## config.mk

```make
export PLATFORM = sky130hd
export DESIGN_NAME = ddp_assemble
export DESIGN_NICKNAME = d
export VERILOG_FILES = /design/src/rtl/ddp_assemble.sv
export SDC_FILE = /design/constraint.sdc
export NUM_CORES = 1
export LEC_CHECK = 0
export CORE_AREA = 2 2 252 254
export CTS_CLUSTER_SIZE = 14
export DETAILED_ROUTE_END_ITERATION = 10
export DIE_AREA = 0 0 254 256
export GPL_TIMING_DRIVEN = 0
export PLACE_DENSITY = 0.49
export SYNTH_ARGS = -nofsm -noshare
export SYNTH_HDL_FRONTEND = slang
export SYNTH_SLANG_ARGS = --single-unit
```

## constraint.sdc

```tcl
create_clock -name clock -period 3.05 [get_ports clock]
set_clock_uncertainty 0.05 [all_clocks]
set_input_delay 0.61 -clock clock [delete_from_list [all_inputs] [get_ports clock]]
set_output_delay 0.61 -clock clock [all_outputs]
set_load 0.02 [all_outputs]
```

## src/rtl/ddp_assemble.sv

```systemverilog
// ddp_assemble: transmit-side DDP packet builder. Packs request header fields into the SOP link word
// and realigns payload through an 11-byte residue. Optional DDP_ASSEMBLE_ZEROPAD_EN zeroes unused last-word bytes.
module ddp_assemble #(
    parameter int LEN_W   = 13,
    parameter int MAX_LEN = 4096
) (
    input  logic             clock,
    input  logic             reset,
    input  logic             sendReq,
    output logic             sendAck,
    input  logic [3:0]       sendQN,
    input  logic [LEN_W-1:0] sendLen,
    input  logic [7:0]       sendTID,
    input  logic [7:0]       sendDdpCtrl,
    input  logic [7:0]       sendRdmapCtrl,
    input  logic [55:0]      sendRdmapHdr,
    input  logic [255:0]     sendBufData,
    input  logic             sendBufEmpty,
    output logic             sendBufPop,
    output logic [266:0]     ddpPktDataIn,
    output logic             ddpPktPush,
    input  logic             ddpPktFull,
    output logic [7:0]       sendDoneCtrl,
    output logic [7:0]       sendDoneTID,
    output logic             sendDoneValid
);
    localparam int PC_W = LEN_W - 5;

    typedef enum logic [1:0] {IDLE, SOP, BODY, DONE} state_t;

    typedef struct packed {
        logic [3:0]  qn;
        logic [7:0]  tid;
        logic [7:0]  ddp_ctrl;
        logic [7:0]  rdmap_ctrl;
        logic [55:0] rdmap_hdr;
        logic [8:0]  out_words;
        logic [5:0]  last_be;
    } req_t;

    state_t          state_q, state_d;
    req_t            req_q, req_d;
    logic [8:0]      words_left_q, words_left_d;
    logic [PC_W-1:0] pops_left_q, pops_left_d;
    logic [87:0]     residue_q, residue_d;

    logic [LEN_W-1:0] clamp_len;
    logic [8:0]       new_out_words;
    logic [PC_W-1:0]  new_buf_words;
    logic [5:0]       new_last_be;

    always_comb begin
        clamp_len     = (sendLen > LEN_W'(MAX_LEN)) ? LEN_W'(MAX_LEN) : sendLen;
        new_out_words = (clamp_len <= LEN_W'(21)) ? 9'd1
                      : 9'd1 + 9'((clamp_len + LEN_W'(10)) >> 5);
        new_buf_words = PC_W'(({1'b0, clamp_len} + (LEN_W+1)'(31)) >> 5);
        // Last-word byte count: whole payload in a single word, else the tail after 21 + 32*k bytes.
        new_last_be   = (new_out_words == 9'd1) ? 6'(clamp_len)
                      : 6'(5'(clamp_len - LEN_W'(22))) + 6'd1;
    end

    logic         last;
    logic [5:0]   be;
    logic [255:0] pkt_data;
    logic         need_pop;

    // NOTE: every signal this block drives gets a default first, so no path can leave one unassigned and infer a latch.
    always_comb begin
        state_d       = state_q;
        req_d         = req_q;
        words_left_d  = words_left_q;
        pops_left_d   = pops_left_q;
        residue_d     = residue_q;
        sendAck       = 1'b0;
        sendBufPop    = 1'b0;
        ddpPktPush    = 1'b0;
        sendDoneValid = 1'b0;
        last          = 1'b0;
        be            = 6'd0;
        pkt_data      = '0;
        need_pop      = (pops_left_q != '0);

        unique case (state_q)
            IDLE: begin
                if (sendReq) begin
                    sendAck          = 1'b1;
                    req_d.qn         = sendQN;
                    req_d.tid        = sendTID;
                    req_d.ddp_ctrl   = sendDdpCtrl;
                    req_d.rdmap_ctrl = sendRdmapCtrl;
                    req_d.rdmap_hdr  = sendRdmapHdr;
                    req_d.out_words  = new_out_words;
                    req_d.last_be    = new_last_be;
                    words_left_d     = new_out_words;
                    pops_left_d      = new_buf_words;
                    state_d          = SOP;
                end
            end
            SOP: begin
                last     = (req_q.out_words == 9'd1);
                be       = last ? req_q.last_be : 6'd21;
                pkt_data = {req_q.ddp_ctrl, req_q.rdmap_ctrl, 3'b000, req_q.qn, req_q.out_words,
                            req_q.rdmap_hdr, sendBufData[167:0]};
                if (!ddpPktFull && (!need_pop || !sendBufEmpty)) begin
                    ddpPktPush   = 1'b1;
                    sendBufPop   = need_pop;
                    words_left_d = words_left_q - 9'd1;
                    state_d      = last ? DONE : BODY;
                end
            end
            BODY: begin
                last     = (words_left_q == 9'd1);
                be       = last ? req_q.last_be : 6'd32;
                // Once the buffer is drained the final word is the residue alone.
                pkt_data = need_pop ? {sendBufData[167:0], residue_q} : {168'b0, residue_q};
                if (!ddpPktFull && (!need_pop || !sendBufEmpty)) begin
                    ddpPktPush   = 1'b1;
                    sendBufPop   = need_pop;
                    words_left_d = words_left_q - 9'd1;
                    state_d      = last ? DONE : BODY;
                end
            end
            DONE: begin
                sendDoneValid = 1'b1;
                state_d       = IDLE;
            end
        endcase

        if (sendBufPop) begin
            residue_d   = sendBufData[255:168];
            pops_left_d = pops_left_q - PC_W'(1);
        end

`ifdef DDP_ASSEMBLE_ZEROPAD_EN
        for (int i = 0; i < 32; i++) begin
            if (last && (6'(i) >= be) && (state_q == BODY || i < 21))
                pkt_data[8*i +: 8] = 8'h00;
        end
`endif

        // A packet in flight is dropped on the spot when reset arrives.
        if (reset) begin
            sendAck       = 1'b0;
            sendBufPop    = 1'b0;
            ddpPktPush    = 1'b0;
            sendDoneValid = 1'b0;
        end

        ddpPktDataIn = ddpPktPush ? {state_q == SOP, last, 3'b000, be, pkt_data} : '0;
        sendDoneCtrl = sendDoneValid ? req_q.rdmap_ctrl : 8'h00;
        sendDoneTID  = sendDoneValid ? req_q.tid : 8'h00;
    end

    // NOTE: sequential state uses non-blocking assignments so every register samples pre-edge values.
    always_ff @(posedge clock) begin
        if (reset) begin
            state_q      <= IDLE;
            req_q        <= '0;
            words_left_q <= '0;
            pops_left_q  <= '0;
            residue_q    <= '0;
        end else begin
            state_q      <= state_d;
            req_q        <= req_d;
            words_left_q <= words_left_d;
            pops_left_q  <= pops_left_d;
            residue_q    <= residue_d;
        end
    end

endmodule

```

==> metrics.md, run 1 <==
| Metric | Value |
|---|---|
| Worst Path Required | `2.39 ns` |
| Pwr/cell area | `456 nW/um^2` |
| WP data arrival | `3.42 ns` |
| First-pass GRT wire length | `107000 um` |
| Chip width | `254 um` |
| CP Class | `register to output port` |
| Max-Cap Viols | `0` |
| Die H | `256 um` |
| Routed vias/inst | `4.75` |
| Post-DP HPWL | `58400 um` |
| DRC | `0` |
| Mapped Cells | `1458` |
| Routed via count | `15035` |
| DIE AREA | `65000 um^2` |
| Outcome | `complete, but fails checks` |
| Syn. warnings | `0` |
| CTS clk-pin slew, worst paths | `0.07 ns` |
| Layout cell share with drive strength beyond 1 | `30.8%` |
| Initial DRC count | `1107` |
| Root buf cell | `clkbuf_16` |
| Hold Buf Count CTS | `0` |
| Synthesized area per cell | `7.77 um^2` |
| Top-level port count | `645` |
| Max VDD drop | `0.347 mV` |
| Placed inst area | `19600 um^2` |
| Max Transition Viols Final | `0` |
| Setup ws final | `-1.03 ns` |
| Hold Crit Class | `register to register` |
| Pre-CTS setup slack | `-1.70 ns` |
| Post-DRT Antenna Nets | `0` |
| Max clock buf depth | `3` |
| Finished Layout Cells | `3168` |
| Area leader, netlist | `dfxtp_1` |
| Tmin final | `4.08 ns` |
| Vias in the first global route | `14676` |
| Layout Nets | `2668` |
| Starting Density | `18.2%` |
| Hold depth | `2` |
| Dpl cells | `2942` |
| Worst Hold Launch | `req_q[90]` |
| Seq/Total Area, Yosys | `36.4%` |
| FF-to-FF End | `residue_q[50]` |
| Fin Hold WS | `0.403 ns` |
| Number of synthesized register bits | `206` |
| Slew @ Worst Pin | `1.09 ns` |
| DRT Pass-1 Iters | `5` |
| Post-synth top flop | `dfxtp_1` |
| Final setup viols | `266` |
| Cell Area, Synth | `11300 um^2` |
| Gpl congestion | `0.880` |
| Max FO, Critical Path | `6` |
| WL per Instance | `25.0 um` |
| CTS tree | `done` |
| Leakage | `10.1 nW` |
| Synth area leaders | `dfxtp_1 (36%), a22o_1 (20%), nand2_1 (13%), a21oi_1 (9.0%), clkbuf_1 (2.3%)` |
| Layout Cell Area excl Fill | `24400 um^2` |
| RSZ-0062 raised after global routing | `yes` |
| Num CTS Buffers | `27` |
| Final hold vios | `0` |
| Clock latency on the worst-skew pair | `0.56 ns` |
| Detailed Route WL | `79200 um` |
| Area Growth Syn to Fin | `116%` |
| Worst hold endpoint | `req_q[90]` |
| Failing checks | `negative setup slack` |
| Critical path capture point type | `output port` |
| Reg2reg path depth | `8` |
| EDFF count, synth | `0` |
| Worst Setup Start Kind | `register` |
| H-Tree Depth | `1` |
| Initial antenna violation count | `16` |
| Final Cycle Share | `134%` |
| Core Region | `62400 um^2` |
| R2r setup slk | `0.10 ns` |
| Overflow after GRT | `0` |
| Total track usage | `22.8%` |
| Worst r2r src | `pops_left_q[5]` |
| # clock sinks | `206` |
| Cell variety after synth | `66` |
| Rel. slew slack | `27.2%` |
| Largest net degree at the start of global routing | `20` |
| F_max | `0.245 GHz` |
| Post-synth top area share | `36.4%` |
| Synth async-reset ratio | `0%` |
| Port Buffers | `636` |
| Row count | `92` |
-- stage by stage --
| stage | total power (W) | TNS (ns) | utilization (%) |
|---|---|---|---|
| 3_3_place_gp | 0.00733 | -453.17 | 31.5 |
| 5_1_grt | 0.0117 | -266.08 | 39.1 |
| 4_1_cts | 0.0111 | -254.27 | 37.9 |
| 3_5_place_dp | 0.00740 | -467.58 | 31.5 |
| 6_report | 0.0111 | -241.21 | 39.1 |
| 2_1_floorplan | 0.00559 | -11.90 | - |
-- cell type report --
class	instances	area, um^2
diodes	7	17.5
plain buffers	124	1260
clock buffers	38	767
clock inverters	9	72.6
fillers	6306	38000
inverters	21	86.3
multi-input cells	1092	7510
flip-flops and latches	206	4130
well taps	846	1060
repair buffers	825	9510
-- cells in the mapped netlist (all sizes together) (6+ instances only) --
| master | number |
|---|---|
| clkbuf | 68 |
| a21oi | 203 |
| and2 | 23 |
| nor4 | 7 |
| o21ai | 14 |
| a22o | 253 |
| buf | 73 |
| nor2 | 41 |
| nor2b | 6 |
| inv | 21 |
| nand2 | 381 |
| ha | 13 |
| a211oi | 10 |
| xnor2 | 9 |
| dfxtp | 206 |
| nand3 | 10 |
| nor3 | 21 |
| nor3b | 6 |
-- layer usage --
metal	GRT usage [%]	share of wire [%]	wire length [um]	vias to the layer above
met2	38.4	48	38000	596
met1	28.9	42	33300	7367
met5	0	0.10	80	-
li1	-	-	-	6943
met4	6.23	2.5	1950	14
met3	5.49	7.5	5940	115
-- cell usage in the layout, fill, tap and decap left out, types with 15 or more instances in the layout --
master	Yosys	routed
buf_16	0	15
buf_12	0	72
buf_6	0	299
dfxtp_1	206	203
a22o_4	0	102
clkbuf_16	0	47
buf_4	32	66
clkbuf_1	68	57
and2_1	23	20
nand2_1	381	378
buf_8	0	28
a21oi_1	203	199
clkdlybuf4s50_1	0	359
nor3_1	19	17
inv_1	21	18
a22o_1	253	151
nor2_1	40	35
-- what timing repair did --
action	CTS	global route
pin swaps	123	60
setup endpoints to repair	408	285
setup buffers	116	49
gates cloned	28	13
gates resized for setup	1866	161
-- critical path, cell delays in order, from the launching register on --
cell and delay [ns]:
dfxtp_2 0.32, or4_4 0.53, or3_4 0.40, a211o_4 0.37
buf_4 0.15, nor2_4 0.14, buf_12 0.13, buf_12 0.14
buf_12 0.12, buf_16 0.12, buf_12 0.13, a22o_1 0.15
buf_6 0.12
-- report_power, final --
group          switching [W]  internal (W)  total (W)  leakage, nW
registers           0.000365       0.00315    0.00351         1.68
clock network        0.00130       0.00182    0.00311        0.417
logic                0.00252       0.00200    0.00451         7.98
total                0.00418       0.00696     0.0111         10.1
-- worst max path at each step --
stage,from,endpoint,slack [ns]
6_report,pops_left_q[5],ddpPktDataIn[139],-1.03
3_3_place_gp,reset,sendAck,-1.66
5_1_grt,pops_left_q[5],ddpPktDataIn[175],-1.13
4_1_cts,pops_left_q[5],ddpPktDataIn[175],-1.12
2_1_floorplan,pops_left_q[2],ddpPktDataIn[139],-0.11
3_5_place_dp,pops_left_q[2],ddpPktDataIn[217],-1.70
-- flip-flops by register name (all words and copies together), names as in the netlist --
signal and cells:
residue_q 88, req_q 99, pops_left_q 8, words_left_q 9, state_q 2
-- kinds of logic (layout without fill, tap and decap cells) --
kind of cell               Yosys count  count (layout)  synth area share, %
and+or+nand+nor                    528             528                 20.2
buffers and inverters              162            1017                 6.84
DFF                                206             206                 36.4
adders and majority gates           13              13                 1.44
muxes                                9               9                0.851
other                                1              10               0.0331
xor gates and xnor gates            14              14                 1.08
AOI/OAI and AO/OA                  525             525                 33.2
(Power assumes the default switching activity.)
==> run 2: changes to the inputs <==
Settings changed: SKIP_CTS_REPAIR_TIMING from default to 1.
==> metrics.md, run 2 (synthesis results as in run 1) <==
| Metric | Value |
|---|---|
| DRC | `0` |
| Worst Path Required | `2.39 ns` |
| Critical path capture point type | `output port` |
| Reg2reg path depth | `7` |
| Routed vias/inst | `4.70` |
| WL per Instance | `24.7 um` |
| WP data arrival | `3.29 ns` |
| F_max | `0.253 GHz` |
| Setup ws final | `-0.896 ns` |
| Commonest non-fill, non-tap cell in the layout | `nand2_1` |
| Design Power | `0.0108 W` |
| Largest register FFs | `99` |
| Post-DRT Antenna Nets | `0` |
| Final hold vios | `0` |
| Leakage | `9.13 nW` |
| RSZ-0062 raised after global routing | `yes` |
| Gpl congestion | `0.880` |
| Overflow after GRT | `0` |
| Port Buffers | `636` |
| Max-Cap Viols | `0` |
| Vias in the first global route | `13804` |
| Setup TNS | `-213.41 ns` |
| First-pass GRT wire length | `99800 um` |
| Max VDD drop | `0.347 mV` |
| Clock latency on the worst-skew pair | `0.56 ns` |
| Max clock buf depth | `3` |
| Hold Crit Class | `register to register` |
| GR Layer Usage met1 | `26.5%` |
| R2r setup slk | `-0.14 ns` |
| Chip width | `254 um` |
| Final Cycle Share | `129%` |
| Filler cell count | `6505` |
| Setup crit start | `pops_left_q[5]` |
| Outcome | `complete, but fails checks` |
| DRT Pass-1 Iters | `5` |
| Row count | `92` |
| Worst Setup Start Kind | `register` |
| Num CTS Buffers | `27` |
| Finished Layout Cells | `3055` |
| Met2 usage | `35.8%` |
| CTS tree | `done` |
| DIE AREA | `65000 um^2` |
| Failing checks | `negative setup slack` |
| Max FO, Critical Path | `6` |
| Commonest non-fill, non-tap cells in the layout | `nand2_1 (378), clkdlybuf4s50_1 (361), dfxtp_1 (203)` |
| # clock sinks | `206` |
| Worst r2r src | `pops_left_q[5]` |
| CTS clk-pin slew, worst paths | `0.06 ns` |
| Biggest regs | `req_q: 99 flops, residue_q: 88 flops, words_left_q: 9 flops` |
| Slew @ Worst Pin | `1.11 ns` |
| Fin Hold WS | `0.404 ns` |
| Routed via count | `14366` |
| Post-DP HPWL | `58400 um` |
| Tmin final | `3.95 ns` |
| Pwr/cell area | `485 nW/um^2` |
| Area Growth Syn to Fin | `97.0%` |
| Die H | `256 um` |
| Max Transition Viols Final | `0` |
| Starting Density | `18.2%` |
| Final setup viols | `346` |
| End of the critical path | `ddpPktDataIn[143]` |
| Root buf cell | `clkbuf_16` |
| H-Tree Depth | `1` |
| Core Region | `62400 um^2` |
| M3 GR Usage | `5.29%` |
| CP Class | `register to output port` |
| Layout cell share with drive strength beyond 1 | `27.3%` |
| Detailed Route WL | `75400 um` |
| Dpl cells | `2942` |
| Pre-CTS setup slack | `-1.70 ns` |
| Largest net degree at the start of global routing | `13` |
| Total track usage | `21.1%` |
| Initial DRC count | `887` |
| Rel. slew slack | `26.0%` |
| Layout Nets | `2555` |
| FF-to-FF End | `residue_q[50]` |
| Initial antenna violation count | `17` |
| Global routing's busiest layer | `met2` |
| Largest register by flop count | `req_q` |
| Top-level port count | `645` |
run 2: changes by cell type in the layout (fill, tap and decap cells not counted), sizes merged:
cell	previous run	this run
clkdlybuf4s50	359	361
buf	495	358
inv	21	20
dlymetal6s2s	10	9
clkinv	7	8
clkbuf	121	146
bufbuf	1	0
dlygate4sd2	1	0
run 2: per-layer routing:
| metal | wire [um] | vias up | share of wire [%] |
|---|---|---|---|
| li1 | - | 6729 | - |
| met1 | 31800 | 6985 | 42 |
| met2 | 36300 | 516 | 48 |
| met3 | 5350 | 118 | 7.1 |
| met4 | 1740 | 18 | 2.3 |
| met5 | 108 | - | 0.14 |
run 2: worst max-delay path: stages (launching register included):
cell and delay (ns):
dfxtp_2 0.33, or4_4 0.55, or3_4 0.35, a211o_1 0.28, buf_6 0.15, nor3_4 0.21
buf_12 0.17, clkbuf_16 0.20, buf_12 0.15, a22o_1 0.19, buf_6 0.13
run 2: worst min path at each step:
stage | cells past startpoint | endpoint | startpoint
after floorplan | 1 | pops_left_q[7] | pops_left_q[7]
after global placement | 2 | req_q[87] | req_q[87]
after detailed placement | 2 | req_q[90] | req_q[90]
after CTS | 2 | req_q[90] | req_q[90]
after global routing | 2 | req_q[91] | req_q[91]
final | 2 | req_q[22] | req_q[22]
run 2: report_power, final:
| group | internal (W) | switching, W | total, W |
|---|---|---|---|
| sequential | 0.00315 | 0.000365 | 0.00351 |
| combinational | 0.00177 | 0.00243 | 0.00420 |
| clock | 0.00182 | 0.00129 | 0.00310 |
run 2: final cells by class:
class | count | area [um^2] | area share [%]
multi-input cells | 1092 | 7510 | 33.7
repair buffers | 698 | 7300 | 32.7
flip-flops and latches | 206 | 4130 | 18.5
plain buffers | 138 | 1370 | 6.12
well taps | 846 | 1060 | 4.74
clock buffers | 38 | 767 | 3.44
inverters | 21 | 91.3 | 0.409
clock inverters | 9 | 72.6 | 0.325
diodes | 7 | 17.5 | 0.0785
run 2: through the flow:
step                utilization (%)  area [um^2]
finish                         35.8        22300
global route                   35.8        22300
CTS                            32.8        20500
detailed placement             31.5        19600
global placement               31.5        19600
floorplan                         -        12200
==> run 3: changes to the inputs <==
Clock period 3.05 ns to 3.4 ns, I/O delays scaled along.
==> metrics.md, run 3 (synthesis results as in run 1) <==
| Metric | Value |
|---|---|
| Failing checks | `negative setup slack` |
| Vias in the first global route | `13623` |
| CP Class | `register to output port` |
| Pre-CTS setup slack | `-1.59 ns` |
| CP max-delay cell | `or4_4` |
| Post-DRT Antenna Nets | `0` |
| Tmin final | `4.07 ns` |
| Hold depth | `2` |
| Outcome | `complete, but fails checks` |
| Buf/Inv on CP | `5` |
| H-Tree Depth | `1` |
| First-pass GRT wire length | `98100 um` |
| Setup ws final | `-0.670 ns` |
| Final Cycle Share | `120%` |
| Hold Crit Class | `register to register` |
| Worst Path Required | `2.67 ns` |
| DIE AREA | `65000 um^2` |
| Area Growth Syn to Fin | `79.3%` |
| Routed vias/inst | `4.67` |
| WL per Instance | `24.1 um` |
| Commonest non-fill, non-tap cells in the layout | `nand2_1 (381), clkdlybuf4s50_1 (374), a22o_1 (240)` |
| CP cell instances | `or4_4 > or3_4 > a211o_1 > buf_6 > nor3_4 > buf_12 > clkbuf_16 > clkbuf_16 > a22o_1 > buf_6` |
| Crit-path leading delay family | `simple AND/OR/NAND/NOR gates` |
| Dpl cells | `2942` |
| Worst Setup Start Kind | `register` |
| Initial DRC count | `860` |
| Final hold vios | `0` |
| Layout Nets | `2518` |
| Pwr/cell area | `458 nW/um^2` |
| # clock sinks | `206` |
| Max clock buf depth | `3` |
| Largest register by flop count | `req_q` |
| WP data arrival | `3.34 ns` |
| Max Transition Viols Final | `0` |
| Port Buffers | `636` |
| Row count | `92` |
| Core Region | `62400 um^2` |
| Leakage | `8.57 nW` |
| Clock latency on the worst-skew pair | `0.55 ns` |
| CTS tree | `done` |
| Root buf cell | `clkbuf_16` |
| Num CTS Buffers | `27` |
| Rel. slew slack | `22.4%` |
| Initial antenna violation count | `4` |
| Slew @ Worst Pin | `1.16 ns` |
| Layout cell share with drive strength beyond 1 | `18.8%` |
| Post-DP HPWL | `57600 um` |
| F_max | `0.246 GHz` |
| Reg2reg path depth | `8` |
| Largest net degree at the start of global routing | `13` |
| Max VDD drop | `0.376 mV` |
| Chip width | `254 um` |
| DRC | `0` |
| Starting Density | `18.2%` |
| Max FO, Critical Path | `7` |
| Die H | `256 um` |
| DRT Pass-1 Iters | `5` |
| Commonest non-fill, non-tap cell in the layout | `nand2_1` |
| Biggest regs | `req_q: 99 flops, residue_q: 88 flops, words_left_q: 9 flops` |
| Critical path capture point type | `output port` |
| Crit-path max cell delay | `0.56 ns` |
| RSZ-0062 raised after global routing | `yes` |
| Routed via count | `14063` |
| Detailed Route WL | `72500 um` |
| Overflow after GRT | `0` |
| Gpl congestion | `0.916` |
| CTS clk-pin slew, worst paths | `0.06 ns` |
| Design Power | `0.00931 W` |
| Max-Cap Viols | `0` |
| Finished Layout Cells | `3014` |
| Largest register FFs | `99` |
| Critical path depth | `10` |
| Total track usage | `20.7%` |
| Top-level port count | `645` |
| Final setup viols | `287` |
run 3: worst min-delay path: stages (launching register included):
cell	delay, ns
dfxtp_1	0.30
nand2_1	0.05
a21oi_1	0.05
run 3: metal layers:
metal	routed length [um]	share of wire [%]	vias to the layer above	global-route usage, %
met5	43	0.059	-	0
met4	1230	1.7	6	3.40
met3	4130	5.7	64	3.22
met2	35100	48	497	36.1
met1	32000	44	6883	27.0
li1	-	-	6613	-
run 3: area by class of cell:
cell class,instances,area (um^2)
fillers,6657,42100
multi-input cells,1092,6580
repair buffers,661,6500
flip-flops and latches,206,4130
plain buffers,138,1130
well taps,846,1060
clock buffers,36,759
inverters,21,78.8
clock inverters,12,70.1
diodes,2,5.00
run 3: power by group:
| part | total, W | switching [W] | internal (W) |
|---|---|---|---|
| clock network | 0.00271 | 0.00115 | 0.00156 |
| logic | 0.00342 | 0.00204 | 0.00139 |
| registers | 0.00317 | 0.000348 | 0.00282 |
run 3: path summary, 6_finish.rpt:
check                                         end           start  slack, ns
worst max-delay path            ddpPktDataIn[144]  pops_left_q[5]      -0.67
worst min-delay path                    req_q[20]       req_q[20]       0.40
worst max register to register      residue_q[53]      state_q[0]      -0.01
worst min register to register          req_q[20]       req_q[20]       0.40
run 3: stage by stage:
| step | hold WS [ns] | TNS, ns | instance area, um^2 | utilization [%] |
|---|---|---|---|---|
| global route | 0.421 | -182.28 | 20300 | 32.5 |
| detailed placement | 0.396 | -375.11 | 18800 | 30.1 |
| global placement | 0.390 | -360.50 | 18800 | 30.1 |
| CTS | 0.404 | -486.24 | 19600 | 31.4 |
| finish | 0.402 | -147.46 | 20300 | 32.6 |
| floorplan | 0.374 | 0 | 11300 | - |
